`src/rtl/fc_ibuf_stream_if.sv`:
```
// Handshake and bus bundle for fc_ibuf_stream: write-beat side plus bit-plane output side.
interface fc_ibuf_stream_if #(
  parameter int DATA_SIZE    = 8,
  parameter int NUM_CHANNELS = 4,
  parameter int FIFO_LENGTH  = 32,
  parameter int BUS_WIDTH    = 16
);
  localparam int ELEMENTS = NUM_CHANNELS * FIFO_LENGTH;
  localparam int NUM_ADDR = (ELEMENTS + BUS_WIDTH - 1) / BUS_WIDTH;
  localparam int ADDR_W   = (NUM_ADDR > 1) ? $clog2(NUM_ADDR) : 1;
  localparam int PLANE_W  = (DATA_SIZE > 1) ? $clog2(DATA_SIZE) : 1;

  logic                              i_valid;
  logic                              o_ready;
  logic [NUM_CHANNELS*DATA_SIZE-1:0] i_data;
  logic                              i_clear;
  logic                              o_valid;
  logic                              i_ready;
  logic [BUS_WIDTH-1:0]              o_data;
  logic [ADDR_W-1:0]                 o_addr;
  logic [PLANE_W-1:0]                o_plane;
  logic                              o_msb_plane;
  logic                              o_last;

  modport slave (
    input  i_valid, i_data, i_clear, i_ready,
    output o_ready, o_valid, o_data, o_addr, o_plane, o_msb_plane, o_last
  );

  modport master (
    output i_valid, i_data, i_clear, i_ready,
    input  o_ready, o_valid, o_data, o_addr, o_plane, o_msb_plane, o_last
  );
endinterface

```
`src/rtl/fc_ibuf_stream.sv`:
```
// Activation input buffer: fills FIFO_LENGTH beats of NUM_CHANNELS elements, then streams
// them out bit-plane by bit-plane (LSB first) as BUS_WIDTH-bit words.
module fc_ibuf_stream #(
  parameter int DATA_SIZE    = 8,
  parameter int NUM_CHANNELS = 4,
  parameter int FIFO_LENGTH  = 32,
  parameter int BUS_WIDTH    = 16
) (
  input  logic              clk,
  input  logic              rstn,
  fc_ibuf_stream_if.slave   bus
);
  localparam int ELEMENTS = NUM_CHANNELS * FIFO_LENGTH;
  localparam int NUM_ADDR = (ELEMENTS + BUS_WIDTH - 1) / BUS_WIDTH;
  localparam int ADDR_W   = (NUM_ADDR > 1) ? $clog2(NUM_ADDR) : 1;
  localparam int PLANE_W  = (DATA_SIZE > 1) ? $clog2(DATA_SIZE) : 1;
  localparam int BEAT_W   = (FIFO_LENGTH > 1) ? $clog2(FIFO_LENGTH) : 1;
  localparam int MEM_W    = ELEMENTS * DATA_SIZE;

  typedef enum logic [0:0] {
    S_FILL   = 1'b0,
    S_STREAM = 1'b1
  } state_t;

  state_t               r_state, w_state_nxt;
  logic [BEAT_W-1:0]    r_beat, w_beat_nxt;
  logic [ADDR_W-1:0]    r_addr, w_addr_nxt;
  logic [PLANE_W-1:0]   r_plane, w_plane_nxt;
  logic [MEM_W-1:0]     r_mem, w_mem_nxt;
  logic [BUS_WIDTH-1:0] r_data;
  logic                 r_msb;
  logic                 r_last;
  logic                 w_accept;
  logic                 w_hs;
  logic                 w_stream_nxt;

  // Gather bit `plane` of the BUS_WIDTH elements addressed by `addr`; indices past the end read 0.
  function automatic logic [BUS_WIDTH-1:0] plane_word(
    input logic [MEM_W-1:0]   mem,
    input logic [ADDR_W-1:0]  addr,
    input logic [PLANE_W-1:0] plane
  );
    logic [BUS_WIDTH-1:0] word;
    int                   idx;
    word = '0;
    for (int b = 0; b < BUS_WIDTH; b++) begin
      idx = int'(addr) * BUS_WIDTH + b;
      if (idx < ELEMENTS) word[b] = mem[idx*DATA_SIZE + int'(plane)];
      else                word[b] = 1'b0;
    end
    return word;
  endfunction

  // Next-state, counters and storage write; i_clear overrides everything.
  always_comb begin
    w_state_nxt = r_state;
    w_beat_nxt  = r_beat;
    w_addr_nxt  = r_addr;
    w_plane_nxt = r_plane;
    w_mem_nxt   = r_mem;
    w_accept    = (r_state == S_FILL) && bus.i_valid;
    w_hs        = (r_state == S_STREAM) && bus.i_ready;
    if (bus.i_clear) begin
      w_state_nxt = S_FILL;
      w_beat_nxt  = '0;
      w_addr_nxt  = '0;
      w_plane_nxt = '0;
    end else begin
      case (r_state)
        S_FILL: begin
          if (w_accept) begin
            for (int c = 0; c < NUM_CHANNELS; c++) begin
              w_mem_nxt[(int'(r_beat)*NUM_CHANNELS + c)*DATA_SIZE +: DATA_SIZE] =
                bus.i_data[c*DATA_SIZE +: DATA_SIZE];
            end
            if (r_beat == BEAT_W'(FIFO_LENGTH-1)) begin
              w_state_nxt = S_STREAM;
              w_beat_nxt  = '0;
              w_addr_nxt  = '0;
              w_plane_nxt = '0;
            end else begin
              w_beat_nxt = r_beat + BEAT_W'(1);
            end
          end else begin
            w_beat_nxt = r_beat;
          end
        end
        S_STREAM: begin
          if (w_hs) begin
            if (r_addr == ADDR_W'(NUM_ADDR-1)) begin
              w_addr_nxt = '0;
              if (r_plane == PLANE_W'(DATA_SIZE-1)) begin
                w_state_nxt = S_FILL;
                w_plane_nxt = '0;
              end else begin
                w_plane_nxt = r_plane + PLANE_W'(1);
              end
            end else begin
              w_addr_nxt = r_addr + ADDR_W'(1);
            end
          end else begin
            w_addr_nxt = r_addr;
          end
        end
        default: begin
          w_state_nxt = S_FILL;
        end
      endcase
    end
  end

  assign w_stream_nxt = (w_state_nxt == S_STREAM);

  // State, counters and output word registers.
  always_ff @(posedge clk or negedge rstn) begin
    if (!rstn) begin
      r_state <= S_FILL;
      r_beat  <= '0;
      r_addr  <= '0;
      r_plane <= '0;
      r_data  <= '0;
      r_msb   <= 1'b0;
      r_last  <= 1'b0;
    end else begin
      r_state <= w_state_nxt;
      r_beat  <= w_beat_nxt;
      r_addr  <= w_addr_nxt;
      r_plane <= w_plane_nxt;
      // Word is precomputed from next-cycle storage so o_data is valid with o_valid.
      r_data  <= w_stream_nxt ? plane_word(w_mem_nxt, w_addr_nxt, w_plane_nxt) : '0;
      r_msb   <= w_stream_nxt && (w_plane_nxt == PLANE_W'(DATA_SIZE-1));
      r_last  <= w_stream_nxt && (w_plane_nxt == PLANE_W'(DATA_SIZE-1))
                              && (w_addr_nxt == ADDR_W'(NUM_ADDR-1));
    end
  end

  // Element storage; contents are irrelevant until fully written.
  always_ff @(posedge clk) begin
    r_mem <= w_mem_nxt;
  end

  assign bus.o_ready     = (r_state == S_FILL);
  assign bus.o_valid     = (r_state == S_STREAM);
  assign bus.o_data      = r_data;
  assign bus.o_addr      = r_addr;
  assign bus.o_plane     = r_plane;
  assign bus.o_msb_plane = r_msb;
  assign bus.o_last      = r_last;
endmodule

```
`src/flat_wrapper.sv`:
```
// flat-port wrapper written by rule: the top's interface ports become plain ports
module fc_ibuf_stream_flat 
#(
  parameter int DATA_SIZE    = 8,
  parameter int NUM_CHANNELS = 4,
  parameter int FIFO_LENGTH  = 32,
  parameter int BUS_WIDTH    = 16
)
  (clk, rstn, bus_i_valid, bus_i_data, bus_i_clear, bus_i_ready, bus_o_ready, bus_o_valid, bus_o_data, bus_o_addr, bus_o_plane, bus_o_msb_plane, bus_o_last);
  fc_ibuf_stream_if #(.DATA_SIZE(DATA_SIZE), .NUM_CHANNELS(NUM_CHANNELS), .FIFO_LENGTH(FIFO_LENGTH), .BUS_WIDTH(BUS_WIDTH)) bus_i ();
  input  logic clk;
  input  logic rstn;
  input wire logic [$bits(bus_i.i_valid)-1:0] bus_i_valid;
  input wire logic [$bits(bus_i.i_data)-1:0] bus_i_data;
  input wire logic [$bits(bus_i.i_clear)-1:0] bus_i_clear;
  input wire logic [$bits(bus_i.i_ready)-1:0] bus_i_ready;
  output wire logic [$bits(bus_i.o_ready)-1:0] bus_o_ready;
  output wire logic [$bits(bus_i.o_valid)-1:0] bus_o_valid;
  output wire logic [$bits(bus_i.o_data)-1:0] bus_o_data;
  output wire logic [$bits(bus_i.o_addr)-1:0] bus_o_addr;
  output wire logic [$bits(bus_i.o_plane)-1:0] bus_o_plane;
  output wire logic [$bits(bus_i.o_msb_plane)-1:0] bus_o_msb_plane;
  output wire logic [$bits(bus_i.o_last)-1:0] bus_o_last;
  assign bus_i.i_valid = bus_i_valid;
  assign bus_i.i_data = bus_i_data;
  assign bus_i.i_clear = bus_i_clear;
  assign bus_i.i_ready = bus_i_ready;
  assign bus_o_ready = bus_i.o_ready;
  assign bus_o_valid = bus_i.o_valid;
  assign bus_o_data = bus_i.o_data;
  assign bus_o_addr = bus_i.o_addr;
  assign bus_o_plane = bus_i.o_plane;
  assign bus_o_msb_plane = bus_i.o_msb_plane;
  assign bus_o_last = bus_i.o_last;
  fc_ibuf_stream #(.DATA_SIZE(DATA_SIZE), .NUM_CHANNELS(NUM_CHANNELS), .FIFO_LENGTH(FIFO_LENGTH), .BUS_WIDTH(BUS_WIDTH)) u_core (.clk(clk), .rstn(rstn), .bus(bus_i));
endmodule
```
`config.mk`:
```
export PLATFORM = sky130hd
export DESIGN_NAME = fc_ibuf_stream_flat
export DESIGN_NICKNAME = d
export VERILOG_FILES = /design/src/rtl/fc_ibuf_stream_if.sv /design/src/rtl/fc_ibuf_stream.sv /design/src/flat_wrapper.sv
export SDC_FILE = /design/constraint.sdc
export NUM_CORES = 2
export LEC_CHECK = 0
export ABC_AREA = 1
export CAP_MARGIN = 0
export CORE_MARGIN = 4
export CORE_UTILIZATION = 55
export CTS_CLUSTER_DIAMETER = 30
export DETAILED_ROUTE_END_ITERATION = 16
export PLACE_DENSITY = 0.74
export RECOVER_POWER = 100
export SLEW_MARGIN = 10
export SYNTH_ARGS = -nofsm -noshare
export SYNTH_HDL_FRONTEND = slang
export SYNTH_SLANG_ARGS = --single-unit
```
`constraint.sdc`:
```
create_clock -name clk -period 3.9 [get_ports clk]
set_input_delay 0.78 -clock clk [delete_from_list [all_inputs] [get_ports clk]]
set_output_delay 0.78 -clock clk [all_outputs]
set_load 0.01 [all_outputs]
```
Yosys cells after proc, flatten, opt, wreduce, memory -nomap -nowiden

Cells that the tools add are included.

Flip-flop bits (word level): 1054
Output and inout bits: 26
Word-level logic and storage cells: 198

Add/sub/neg operators: 41
$lt $le $gt $ge: 32
Equality and inequality tests: 6
Shift operators: 8
Mux-type cells: 96
Bitwise operators: 1
Reduce and logical (&&, ||, !) cells: 6

Operator list:

| cell                                                          | count |
|---|---|
| bitwise mux 1024 bit                                          | 4 |
| variable shift 8 x 33 -> 1024 bit (first input constant)      | 4 |
| variable part select 8 x 33 -> 1024 bit                       | 4 |
| two-way mux 1024 bit                                          | 3 |
| less-than comparator 32 x 12 -> 1 bit (second input constant) | 16 |
| adder 32 x 4 -> 32 bit                                        | 15 |
| less-than comparator 32 x 9 -> 1 bit (second input constant)  | 15 |
| binary-select mux 1 bit (select 10 bit)                       | 16 |
| negation 32 -> 33 bit                                         | 3 |
| adder 7 x 4 -> 8 bit (second input constant)                  | 8 |
| two-way mux 1 bit                                             | 54 |
| two-way mux 3 bit                                             | 11 |
| negation 10 -> 33 bit                                         | 1 |
| adder 7 x 2 -> 8 bit (second input constant)                  | 4 |
| adder 7 x 3 -> 8 bit (second input constant)                  | 4 |
| two-way mux 5 bit                                             | 4 |
| adder 7 x 1 -> 8 bit (second input constant)                  | 2 |
| two-way mux 16 bit                                            | 1 |
| == test 3 bit (second input constant)                         | 4 |
| case mux 3 bit (2 select lines)                               | 2 |
| adder 10 x 3 -> 11 bit                                        | 1 |
| less-than comparator 7 x 8 -> 1 bit (second input constant)   | 1 |
| adder 3 x 1 -> 3 bit (second input constant)                  | 2 |
| adder 5 x 1 -> 5 bit (second input constant)                  | 1 |
| 7 further kinds                                               | 10 |

Depth between registers and ports, before layout

Depth after elaboration: 14
Mapped depth: 25
Depth with buffers taken out: 23

Worst setup path after synthesis

No wires, ideal clock.

Path kind: register to register
Start point: register u_core.r_beat[0]
End point: register u_core.r_data[4] (netlist: u_core.bus.o_data[4])
Setup time: 0.115 ns
Arrival: 3.544 ns
Data required time: 3.785 ns
Slack: 0.242 ns
Stages on the path, launching flop included: 23
Buffers on the path: 3
Clock period less this slack: 3.658 ns
Path through: dfrtp_1 > buf_2 > inv_1 > clkbuf_1 > ha_1 > nand3_1 > inv_1 > ha_1 > clkbuf_1 > clkinv_1 > nand2_1 > nor2_1 > inv_1 > nor3_2 > o21ai_0 > nand3_1 > nand3_1 > nand3_1 > nand3_1 > nand3_1 > nand3_1 > nand2_1 > nor2_1

Cells in the longest elaborated chain, start to end: 14
Elaborated cells on any way between the ends: 43
Those cells by class: 9 x add/sub; 1 x order compare; 1 x eq/ne; 8 x shift; 24 x mux

RTL lines:

| item                                                                 | line                                       | RTL |
|---|---|---|
| start: declaration                                                   | fc_ibuf_stream.sv:26                       | `logic [BEAT_W-1:0] r_beat, w_beat_nxt;` |
| start signal: assignment                                             | fc_ibuf_stream.sv:126                      | `r_beat <= w_beat_nxt;` |
| adder 7 x 1 -> 8 bit / negation 10 -> 33 bit (equally long branches) | fc_ibuf_stream.sv:73, fc_ibuf_stream.sv:74 |  |
| negation 32 -> 33 bit (tied with other cells)                        | fc_ibuf_stream.sv:74                       | `bus.i_data[c*DATA_SIZE +: DATA_SIZE];` |
| variable part select 8 x 33 -> 1024 bit (tied with other cells)      | fc_ibuf_stream.sv:73                       | `w_mem_nxt[(int'(r_beat)*NUM_CHANNELS + c)*DATA_SIZE +: DATA_SIZE] =` |
| bitwise mux 1024 bit (3 in series)                                   | fc_ibuf_stream.sv:73                       |  |
| two-way mux 1024 bit                                                 | fc_ibuf_stream.sv:71                       | `if (w_accept) begin` |
| two-way mux 1024 bit                                                 | fc_ibuf_stream.sv:69                       | `case (r_state)` |
| two-way mux 1024 bit                                                 | fc_ibuf_stream.sv:63                       | `if (bus.i_clear) begin` |
| binary-select mux 1 bit (select 10 bit)                              | fc_ibuf_stream.sv:48                       | `if (idx < ELEMENTS) word[b] = mem[idx*DATA_SIZE + int'(plane)];` |
| two-way mux 1 bit (not written as such) (2 in series)                | fc_ibuf_stream.sv:48                       |  |
| two-way mux 1 bit                                                    | fc_ibuf_stream.sv:48                       |  |
| two-way mux 16 bit *                                                 | fc_ibuf_stream.sv:130                      | `r_data <= w_stream_nxt ? plane_word(w_mem_nxt, w_addr_nxt, w_plane_nxt) : '0;` |
| end signal: assignment                                               | fc_ibuf_stream.sv:130                      |  |
| end: declaration                                                     | fc_ibuf_stream.sv:30                       | `logic [BUS_WIDTH-1:0] r_data;` |

Mark *: on every way between the ends. The rest lies on a longest branch, timed or not. The select of a mux whose other input is x is not followed.
A chain may end at the register's enable or synchronous reset.

Worst setup path in the final report

Start point: input bus_i_clear
End point: register u_core.r_data[7] (netlist: u_core.bus.o_data[7])

Elaborated cells on any way between the ends: 12
Those cells by class: 2 x add/sub; 1 x order compare; 9 x mux

RTL lines:

| item                                                  | line                  | RTL |
|---|---|---|
| start: declaration                                    | flat_wrapper.sv:15    | `input wire logic [$bits(bus_i.i_clear)-1:0] bus_i_clear;` |
| two-way mux 1024 bit                                  | fc_ibuf_stream.sv:63  |  |
| via u_core.w_mem_nxt[827]                             | fc_ibuf_stream.sv:29  | `logic [MEM_W-1:0] r_mem, w_mem_nxt;` |
| binary-select mux 1 bit (select 10 bit)               | fc_ibuf_stream.sv:48  |  |
| two-way mux 1 bit (not written as such) (2 in series) | fc_ibuf_stream.sv:48  |  |
| two-way mux 1 bit                                     | fc_ibuf_stream.sv:48  |  |
| two-way mux 16 bit                                    | fc_ibuf_stream.sv:130 |  |

The timed path passes the listed nets, and every way through them passes these cells. The select of a mux whose other input is x is not followed.

==> flow_summary_export.csv <==
group,metric,value,unit
worst_setup_path,cp-start-kind,"input pin",
clocking,cts_inserted_buffers,203,
worst_setup_path,cpMostUsedCell,"nand3_1",
worst_setup_path,critPathArrivalTime,4480,ps
worst_setup_path,critPathTopFamily,"simple AND/OR/NAND/NOR gates",
worst_setup_path,path_max_fanout,19,
worst_setup_path,cp-end-kind,"register",
worst_setup_path,crit_type,"in -> reg",
detailed_routing,avgRoutedWirePerCell,20.1,µm
placement,hpwl,101000,µm
synth,synth_warnings,0,
global_routing,grt_pass1_wl,252000,µm
detailed_routing,first_iter_violations,6024,
synth,synth.avg_cell_area,7.25,µm²
power,power_leakage,26.4,nW
synth,synthCells,6730,
die,initial_core_util,0.559,
synth,synth_common_cells,"nand2_1 (2,093), nand3_1 (1,050), dfxtp_1 (1,024)",
synth,yosys.area_share.simple,0.329,
finish,final_layout_size_suffix_gt1_frac,0.121,
worst_setup_path,slowest_delay,760,ps
sta,fin_setup_tns,0,ps
synth,synthDistinctLibCells,45,
clocking,htree_levels,4,
sta,worstMarginPinSlew,2130,ps
synth,synth_area_leaders,"dfxtp_1 (42%), nand2_1 (16%), nand3_1 (11%), mux2_2 (8.7%), inv_1 (3.3%)",
die,die_y,306,µm
detailed_routing,wirelength,163000,µm
die,rows,108,
clocking,root_buffer,"clkbuf_16",
placement,postPlaceCellArea,0.0513,mm²
synth,syn_area,0.0488,mm²
worst_setup_path,path_buf_inv,3,
power,p_total,31.6,mW
placement,port_buffers,62,
finish,n_fill_cell,7220,
finish,fin_nets,6833,
sta,holdWs,437,ps
finish,final_core_util,0.671,
synth,synth-compound-area-share,0.0732,
placement,place_congestion,0.924,
global_routing,antenna_found_initial,5,
detailed_routing,vias_per_cell,5.88,
detailed_routing,vias,47712,
synth,synth_top_family_by_area,"simple AND/OR/NAND/NOR gates",
die,dieArea,0.0935,mm²
clocking,clkTransAtPathRegs,50,ps
run_status,violations,"max-capacitance violations, max-slew violations",
finish,postLayoutCellArea,0.0586,mm²
synth,ys_async_sr_fraction,0.0285,
worst_setup_path,cp_slowest_cell,"clkbuf_1",
synth,yosys.area_share.adder,0.00334,
detailed_routing,drc,0,
power,peakVddDrop,0.511,mV
worst_setup_path,path_cells,"dlygate4sd3_1 > nor2_1 > nand2_1 > inv_1 > nand2_1 > nor2_4 > clkbuf_1 > nor2_1 > a21oi_1 > nand2_1 > nand3_1 > nand3_1 > nand3_1 > nand3_1 > nand3_1 > nand2_1 > nor2_1",
finish,multi_input_area,0.0240,mm²
clocking,insertion_delay,790,ps
synth,synth_top_area_share,0.420,
global_routing,track_usage,0.336,
finish,seq_area,0.0213,mm²
sta,finClkSkew,38.0,ps
die,die_x,306,µm
clocking,cts_tree,"built",
synth,synth_ff_type,"dfxtp_1",
sta,drv_slew,78,
global_routing,grt_max_degree,126,
detailed_routing,dr.pass1.iters,8,
power,p_per_area,539,mW/mm²
sta,hold_viol,0,
run_status,status,"finished, violations left",
sta,rsz0062_at_grt,"no",
clocking,clock_sinks,1054,
hold_path,min_path_type,"reg -> reg",
synth,synth_nets,6780,
synth,synth.most_common_cell,"nand2_1",
sta,max_slew_margin,-0.418,
clocking,ctsHoldBuffers,0,
finish,syn_to_final_growth,20.1,%
synth,yosys.area_share.xor_xnor,0.000180,
flow_run,maxCapViolCount,2,
clocking,cts_buffer_depth,3,
global_routing,grt_pass1_vias,45320,
worst_setup_path,required,4620,ps
worst_setup_path,r2r_setup_slack,180,ps
die,core-area,0.0873,mm²
sta,period_share,0.965,
global_routing,gr-total-overflow,0,
synth,synth-edff-count,0,
synth,ys_seq_area_frac,0.436,
synth,synth.ff_latch_count,1054,
sta,period_minus_slack,3760,ps
synth,synth_area_leader_cell,"dfxtp_1",
die,ioPinCount,63,
synth,synthMuxAreaShare,0.0875,
sta,max_freq,266,MHz
sta,setup_viol,0,
detailed_routing,antenna_left,0,
cell usage in the layout, fill, tap and decap left out, types with 32 or more instances in the layout:
cell / synthesis / final
o21a_1: 79 / 79
buf_4: 6 / 127
o21ai_0: 281 / 303
a21oi_1: 178 / 178
clkbuf_8: 0 / 43
clkbuf_1: 222 / 57
clkbuf_16: 0 / 205
clkdlybuf4s50_1: 0 / 34
dfxtp_1: 1024 / 1024
bufinv_16: 0 / 32
nor3_1: 71 / 74
nand2_1: 2093 / 2091
buf_12: 0 / 47
nand4_1: 30 / 33
inv_1: 427 / 431
mux2_1: 1 / 142
clkinv_2: 0 / 37
nand3_1: 1050 / 1051
nor2_1: 415 / 419
mux2_2: 378 / 237
flip-flops by register name, indices dropped and copies added (netlist names):
name and cells:
u_core.r_mem 1024, u_core.bus.o_data 16, u_core.r_beat 5, u_core.bus.o_addr 3
u_core.bus.o_plane 3, u_core.bus.o_last 1, u_core.bus.o_msb_plane 1, u_core.bus.o_valid 1
worst register-to-register path: stages, from the launching register on:
cell      delay (ps)
dfrtp_1          400
buf_4            180
ha_1             210
inv_1             50
nor2_1            50
ha_1             270
nand2_1          110
nand2_1          100
o21ai_0          300
inv_1            240
nor2_4           190
buf_12           360
clkbuf_4         500
nand3_1          170
nand3_1          130
nand3_1           80
nand3_1          110
nand2_1           70
nor2_1           130
routing by layer:
metal | global-route usage | share of wire | vias to the layer above
met5 | 0 | 0.00025 | -
met4 | 0.199 | 0.058 | 6
met3 | 0.0752 | 0.11 | 580
met2 | 0.524 | 0.44 | 2754
met1 | 0.427 | 0.39 | 22231
li1 | - | - | 22141
layout make-up:
cell class	count	share of cell area
multi-input combinational	4802	0.410
sequential	1054	0.363
clock buffer	276	0.0995
timing repair buffer	269	0.0453
inverter	453	0.0293
clock inverter	107	0.0277
tap	1155	0.0247
antenna	4	0.000171
stage by stage:
step / setup slack (ps) / instances
after floorplan: 242 / 6730
after global placement: 187 / 7730
after detailed placement: 129 / 7730
after CTS: 73.0 / 8113
after global routing: 5.74 / 8116
final: 135 / 8120
cells by family after synthesis:
logic type / after synthesis
XOR/XNOR: 1
AND/OR/NAND/NOR: 3767
multiplexers: 379
adder cells (fa/ha/maj): 13
AO/OA/AOI/OAI: 642
buffers and inverters: 874
flip-flops: 1054
what timing repair did:
item                       4_1_cts  5_1_grt
buffers inserted                 0        3
setup endpoints to repair        0        4
resized for setup                0        7
worst paths after layout:
kind,from,to,depth (start not counted)
max in group asynchronous,rstn,u_core.r_beat[2]$_DFFE_PN0P_,2
min in group asynchronous,rstn,u_core.bus.o_data[11]$_DFF_PN0_,1
worst min-delay path,u_core.r_mem[196]$_DFF_P_,u_core.r_mem[196]$_DFF_P_,2
worst min register to register,u_core.r_mem[196]$_DFF_P_,u_core.r_mem[196]$_DFF_P_,2
worst max register to register,u_core.r_beat[0]$_DFFE_PN0P_,u_core.bus.o_data[7]$_DFF_PN0_,18
worst max-delay path,bus_i_clear,u_core.bus.o_data[7]$_DFF_PN0_,17
power breakdown:
part           internal [mW]  leakage [nW]  total, mW  switching, mW
sequential              11.2          8.72       11.3          0.103
clock                   12.6          3.64       18.6           6.05
combinational          0.495          14.1       1.66           1.16
total                   24.3          26.4       31.6           7.31
Note: power is estimated with default switching activity, not from simulation.
